## src/rtl/integer_issue_queue.sv

```systemverilog
// integer_issue_queue: collapsing issue queue for the integer pipe; CDB snoop, oldest-ready select, branch flush.
// Optional ISSUEQ_CDB_BYPASS_EN: a source dispatched in the same cycle as its CDB broadcast is captured on the spot.
module integer_issue_queue #(
    parameter int DATA_WIDTH = 32,
    parameter int TAG_WIDTH  = 6,
    parameter int OP_WIDTH   = 4,
    parameter int DEPTH      = 4
) (
    input  logic                          clk,
    input  logic                          reset,
    input  logic                          dispatch_en_integer,
    input  logic [OP_WIDTH-1:0]           dispatch_opcode,
    input  logic [TAG_WIDTH-1:0]          dispatch_rd_tag,
    input  logic [DATA_WIDTH-1:0]         dispatch_rs1_data,
    input  logic [TAG_WIDTH-1:0]          dispatch_rs1_tag,
    input  logic                          dispatch_rs1_valid,
    input  logic [DATA_WIDTH-1:0]         dispatch_rs2_data,
    input  logic [TAG_WIDTH-1:0]          dispatch_rs2_tag,
    input  logic                          dispatch_rs2_valid,
    input  logic                          CDB_valid,
    input  logic [TAG_WIDTH-1:0]          CDB_tag,
    input  logic [DATA_WIDTH-1:0]         CDB_data,
    input  logic                          CDB_branch,
    input  logic                          CDB_branch_taken,
    input  logic                          issue_ready,
    output logic                          issueque_full_integer,
    output logic                          issue_valid,
    output logic [OP_WIDTH-1:0]           issue_opcode,
    output logic [TAG_WIDTH-1:0]          issue_rd_tag,
    output logic [DATA_WIDTH-1:0]         issue_rs1_data,
    output logic [DATA_WIDTH-1:0]         issue_rs2_data,
    output logic [$clog2(DEPTH+1)-1:0]    issueque_count
);
    localparam int CW = $clog2(DEPTH+1);
    localparam int IW = $clog2(DEPTH);
    typedef struct packed {
        logic [OP_WIDTH-1:0]   op;
        logic [TAG_WIDTH-1:0]  rd;
        logic [DATA_WIDTH-1:0] d1;
        logic [TAG_WIDTH-1:0]  t1;
        logic                  r1;
        logic [DATA_WIDTH-1:0] d2;
        logic [TAG_WIDTH-1:0]  t2;
        logic                  r2;
    } entry_t;
    entry_t q [DEPTH];
    entry_t sn [DEPTH];
    entry_t nxt [DEPTH];
    entry_t din;
    logic [CW-1:0] count, wpos;
    logic [DEPTH-1:0] ready;
    logic [IW-1:0] sel;
    logic flush, fire, wr, byp1, byp2;
    assign flush = CDB_branch && CDB_branch_taken;
    assign issueque_full_integer = count == CW'(DEPTH);
    assign issueque_count = count;
    assign issue_valid = |ready && !flush;
    assign fire = issue_valid && issue_ready;
    assign wr = dispatch_en_integer && !issueque_full_integer && !flush;
    assign wpos = count - CW'(fire);
    assign issue_opcode = issue_valid ? q[sel].op : '0;
    assign issue_rd_tag = issue_valid ? q[sel].rd : '0;
    assign issue_rs1_data = issue_valid ? q[sel].d1 : '0;
    assign issue_rs2_data = issue_valid ? q[sel].d2 : '0;
`ifdef ISSUEQ_CDB_BYPASS_EN
    assign byp1 = !dispatch_rs1_valid && CDB_valid && dispatch_rs1_tag == CDB_tag;
    assign byp2 = !dispatch_rs2_valid && CDB_valid && dispatch_rs2_tag == CDB_tag;
`else
    assign byp1 = 1'b0;
    assign byp2 = 1'b0;
`endif
    assign din = '{op: dispatch_opcode, rd: dispatch_rd_tag,
                   d1: byp1 ? CDB_data : dispatch_rs1_data, t1: dispatch_rs1_tag, r1: dispatch_rs1_valid | byp1,
                   d2: byp2 ? CDB_data : dispatch_rs2_data, t2: dispatch_rs2_tag, r2: dispatch_rs2_valid | byp2};
    // Readiness uses only registered source bits, so a CDB hit wakes an entry one edge later.
    always_comb begin
        ready = '0;
        for (int i = 0; i < DEPTH; i++) begin
            sn[i] = q[i];
            if (CDB_valid && !q[i].r1 && q[i].t1 == CDB_tag) begin
                sn[i].r1 = 1'b1;
                sn[i].d1 = CDB_data;
            end
            if (CDB_valid && !q[i].r2 && q[i].t2 == CDB_tag) begin
                sn[i].r2 = 1'b1;
                sn[i].d2 = CDB_data;
            end
            ready[i] = CW'(i) < count && q[i].r1 && q[i].r2;
        end
    end
    always_comb begin
        sel = '0;
        for (int i = DEPTH-1; i >= 0; i--)
            sel = ready[i] ? IW'(i) : sel;
    end
    // Collapse over the issued slot, then append the dispatched op behind the survivors.
    always_comb begin
        for (int j = 0; j < DEPTH; j++) begin
            int src;
            src = (fire && j >= int'(sel) && j < DEPTH-1) ? j+1 : j;
            nxt[j] = sn[src];
            if (wr && CW'(j) == wpos)
                nxt[j] = din;
        end
    end
    always_ff @(posedge clk or posedge reset) begin
        if (reset) begin
            count <= '0;
            for (int i = 0; i < DEPTH; i++)
                q[i] <= '0;
        end else begin
            count <= flush ? '0 : count + CW'(wr) - CW'(fire);
            for (int i = 0; i < DEPTH; i++)
                q[i] <= nxt[i];
        end
    end
endmodule
```

## config.mk

```make
export PLATFORM = sky130hd
export DESIGN_NAME = integer_issue_queue
export DESIGN_NICKNAME = d
export VERILOG_FILES = /design/src/rtl/integer_issue_queue.sv
export SDC_FILE = /design/constraint.sdc
export NUM_CORES = 1
export LEC_CHECK = 0
export ABC_CLOCK_PERIOD_IN_PS = 10400
export BUFFER_PORTS_ARGS = -buffer_cell sky130_fd_sc_hd__buf_2
export CAP_MARGIN = 20
export CORE_AREA = 2 2 180 226
export CTS_CLUSTER_SIZE = 16
export DETAILED_ROUTE_END_ITERATION = 12
export DIE_AREA = 0 0 182 228
export GPL_TIMING_DRIVEN = 0
export PLACE_DENSITY_LB_ADDON = 0.25
export SLEW_MARGIN = 20
export SYNTH_ARGS = -nofsm -noshare
export SYNTH_HDL_FRONTEND = slang
export SYNTH_SLANG_ARGS = --single-unit
```

## constraint.sdc

```tcl
create_clock -name clk -period 10.4 [get_ports clk]
set_input_delay 0.52 -clock clk [delete_from_list [all_inputs] [get_ports clk]]
set_output_delay 0.52 -clock clk [all_outputs]
set_load 0.1 [all_outputs]
```

==> flow_metrics.env <==
export IMPL_status="finished clean"
export IMPL_h_tree_depth=2
export IMPL_rsz0062_at_grt="no"
export IMPL_path_class="flop to output port"
export IMPL_dpl_instance_area_um2=22700
export IMPL_slew_headroom_pct=34.2
export IMPL_fp_row_count=82
export IMPL_tightest_slew_ns=0.988
export IMPL_post_cts_buffers=0
export IMPL_cts_root_buffer_cell="clkbuf_16"
export IMPL_synth_edf_count=0
export IMPL_post_cts_resized=0
export IMPL_cp_required_ns=9.88
export IMPL_avgSynthCellArea_um2=11.1
export IMPL_vias=17500
export IMPL_place_ws_ns=6.48
export IMPL_syn_to_final_growth_pct=14.5
export IMPL_drc=0
export IMPL_cap_violations=0
export IMPL_crit_family="buffers and inverters"
export IMPL_pin_count=212
export IMPL_syn_area_um2=21000
export IMPL_yosysWarningCount=0
export IMPL_fin_util_pct=60.6
export IMPL_die_h_um=228
export IMPL_ys_types=47
export IMPL_cp_common_cell="buf_2"
export IMPL_synth_nets=2030
export IMPL_grt_max_degree=85
export IMPL_final_max_slew_viol_count=0
export IMPL_hold_ws_ns=0.0303
export IMPL_slowest_stage="buf_1"
export IMPL_regArea_um2=8880
export IMPL_grt_pass1_wl_um=107000
export IMPL_die_area_um2=41500
export IMPL_hold_viol=0
export IMPL_layout_setup_ws_ns=5.80
export IMPL_grt_overflow_total=0
export IMPL_track_usage_pct=33.7
export IMPL_end_kind="output port"
export IMPL_fillers=3278
export IMPL_clock_sinks=355
export IMPL_async_flop_share_pct=100
export IMPL_layout_nets=2278
export IMPL_ys_seq_area_share_pct=42.4
export IMPL_hold_class="input port to async pin"
export IMPL_crit_chain="inv_1, ha_1, and3b_1, a31o_2, nor2_1, buf_2, buf_1, mux4_2, and2_1, buf_2"
export IMPL_cts_inserted_buffers=37
export IMPL_dp_hpwl_um=48100
export IMPL_gp_congestion=0.953
export IMPL_antenna_found_initial=5
export IMPL_arrival_ns=4.08
export IMPL_die_x_um=182
export IMPL_multi_input_area_um2=11000
export IMPL_synthCells=1891
export IMPL_ctsLongestPathBuffers=3
export IMPL_drt_total_wl_um=70500
export IMPL_synthFlopType="dfrtp_1"
export IMPL_cp_num_buf_inv=4
export IMPL_fin_crit_sh_pct=44.2
export IMPL_fin_skew_ns=0.0130
export IMPL_drtIter0Drc=1909
export IMPL_postCtsHoldBufs=0
export IMPL_viasPerCell=6.55
export IMPL_cp_max_fo=10
export IMPL_setup_violations=0
export IMPL_max_freq_mhz=218
export IMPL_coreArea_um2=39600
export IMPL_wire_per_inst_um=26.4
export IMPL_finish_instance_area_um2=24000
export IMPL_crit_path_max_incr_delay_ns=0.70
export IMPL_ys_ff_latch=355
export IMPL_dr_pass1_iters=8
export IMPL_drtAntennaViolNets=0
export IMPL_critPathLaunchType="flop"
export IMPL_fin_crit_ns=4.60
export IMPL_cts_tree="yes"
export IMPL_clock_latency_ns=0.55
export IMPL_start_util_pct=52.9
export IMPL_path_clk_slew_ns=0.07
export IMPL_port_buffers=205
export IMPL_drive_gt1_share_pct=27.2
export IMPL_first_global_vias=18000
cells in the final DEF (no fill, tap or decap), types with 22 or more instances in the layout:
master	count
clkbuf_1	94
mux2_2	188
inv_1	104
o22ai_1	32
buf_2	247
mux4_2	74
mux2i_1	192
clkbuf_16	37
o32ai_1	32
or3_1	64
nand2b_1	70
a21oi_1	137
nor2_1	74
and2_1	79
nand2_1	76
xnor2_1	22
o221ai_1	128
xor2_1	30
dfrtp_1	355
flip-flops by register name, summed over array words and instances (netlist names):
| register | cells |
|---|---|
| q | 352 |
| issueque_count | 3 |
layer usage:
layer	vias up	wire length, µm	global-route usage, %	share of wire (%)
li1	7467	-	-	-
met2	1062	33700	54.7	48
met3	232	6810	7.63	9.7
met5	-	23	0	0.033
met4	4	3490	17.0	4.9
met1	8722	26500	42.5	38
worst register-to-register path: stages, from the launching register on:
cell and delay [ns]:
dfrtp_1 0.44, inv_1 0.12, ha_1 0.22, and3b_1 0.23, a31o_2 0.28, o31ai_4 0.33
nor2_1 0.08, ha_1 0.20, xor2_1 0.15, nor2_1 0.09, nand2_1 0.08, nor2_1 0.53
clkbuf_1 0.67, mux2_2 0.42
cells by family after synthesis:
kind of cell / after synthesis / share of synthesized area [%]
compound gates: 342 / 11.5
xor+xnor: 52 / 2.17
fa+ha+maj: 6 / 0.394
buf+inv: 262 / 5.19
flops: 355 / 42.4
mux: 474 / 28.3
simple gates: 400 / 10.1
final timing paths:
path                                                   from                          end  slack, ns  cells past startpoint
max in group asynchronous                             reset             q[227]$_DFF_PP0_       9.51                      3
worst max-delay path            issueque_count[1]$_DFF_PP0_            issue_rs2_data[0]       5.80                     10
worst min register to register            q[81]$_DFFE_PP0P_            q[81]$_DFFE_PP0P_       0.53                      1
worst max register to register  issueque_count[1]$_DFF_PP0_             q[201]$_DFF_PP0_       6.44                     13
min in group clk                           CDB_branch_taken  issueque_count[2]$_DFF_PP0_       0.18                      2
worst min-delay path                                  reset             q[334]$_DFF_PP0_       0.03                      2
final cells by class:
cell class | count | share of cell area (%)
antenna | 4 | 0.0417
buffer | 157 | 2.89
clock buffer | 53 | 4.57
clock inverter | 10 | 0.626
inverter | 105 | 1.67
multi-input combinational | 1274 | 45.8
sequential | 355 | 37.0
tap | 504 | 2.63
timing repair buffer | 209 | 4.73
per-stage QoR:
| stage | TNS (ns) | instances |
|---|---|---|
| floorplan | 0 | 1891 |
| global placement | -1439.79 | 2600 |
| detailed placement | 0 | 2604 |
| CTS | 0 | 2667 |
| global route | 0 | 2670 |
| finish | 0 | 2671 |
synth_stat cells (11+ instances only):
library cell / instances / area (µm²)
a21oi_1: 137 / 686
and2_1: 79 / 494
buf_1: 14 / 52.6
buf_2: 42 / 210
clkbuf_1: 89 / 334
dfrtp_1: 355 / 8880
inv_1: 105 / 394
mux2_1: 20 / 225
mux2_2: 188 / 2120
mux2i_1: 192 / 1920
mux4_2: 74 / 1670
nand2_1: 76 / 285
nand2b_1: 70 / 438
nor2_1: 74 / 278
nor3_1: 11 / 55.1
o221ai_1: 128 / 1120
o22ai_1: 32 / 200
o32ai_1: 32 / 280
or3_1: 64 / 400
xnor2_1: 22 / 193
xor2_1: 30 / 263
Power is left out: the tool's default activity adds up to more than one toggle a clock period on the data nets, which glitch-free logic cannot reach.
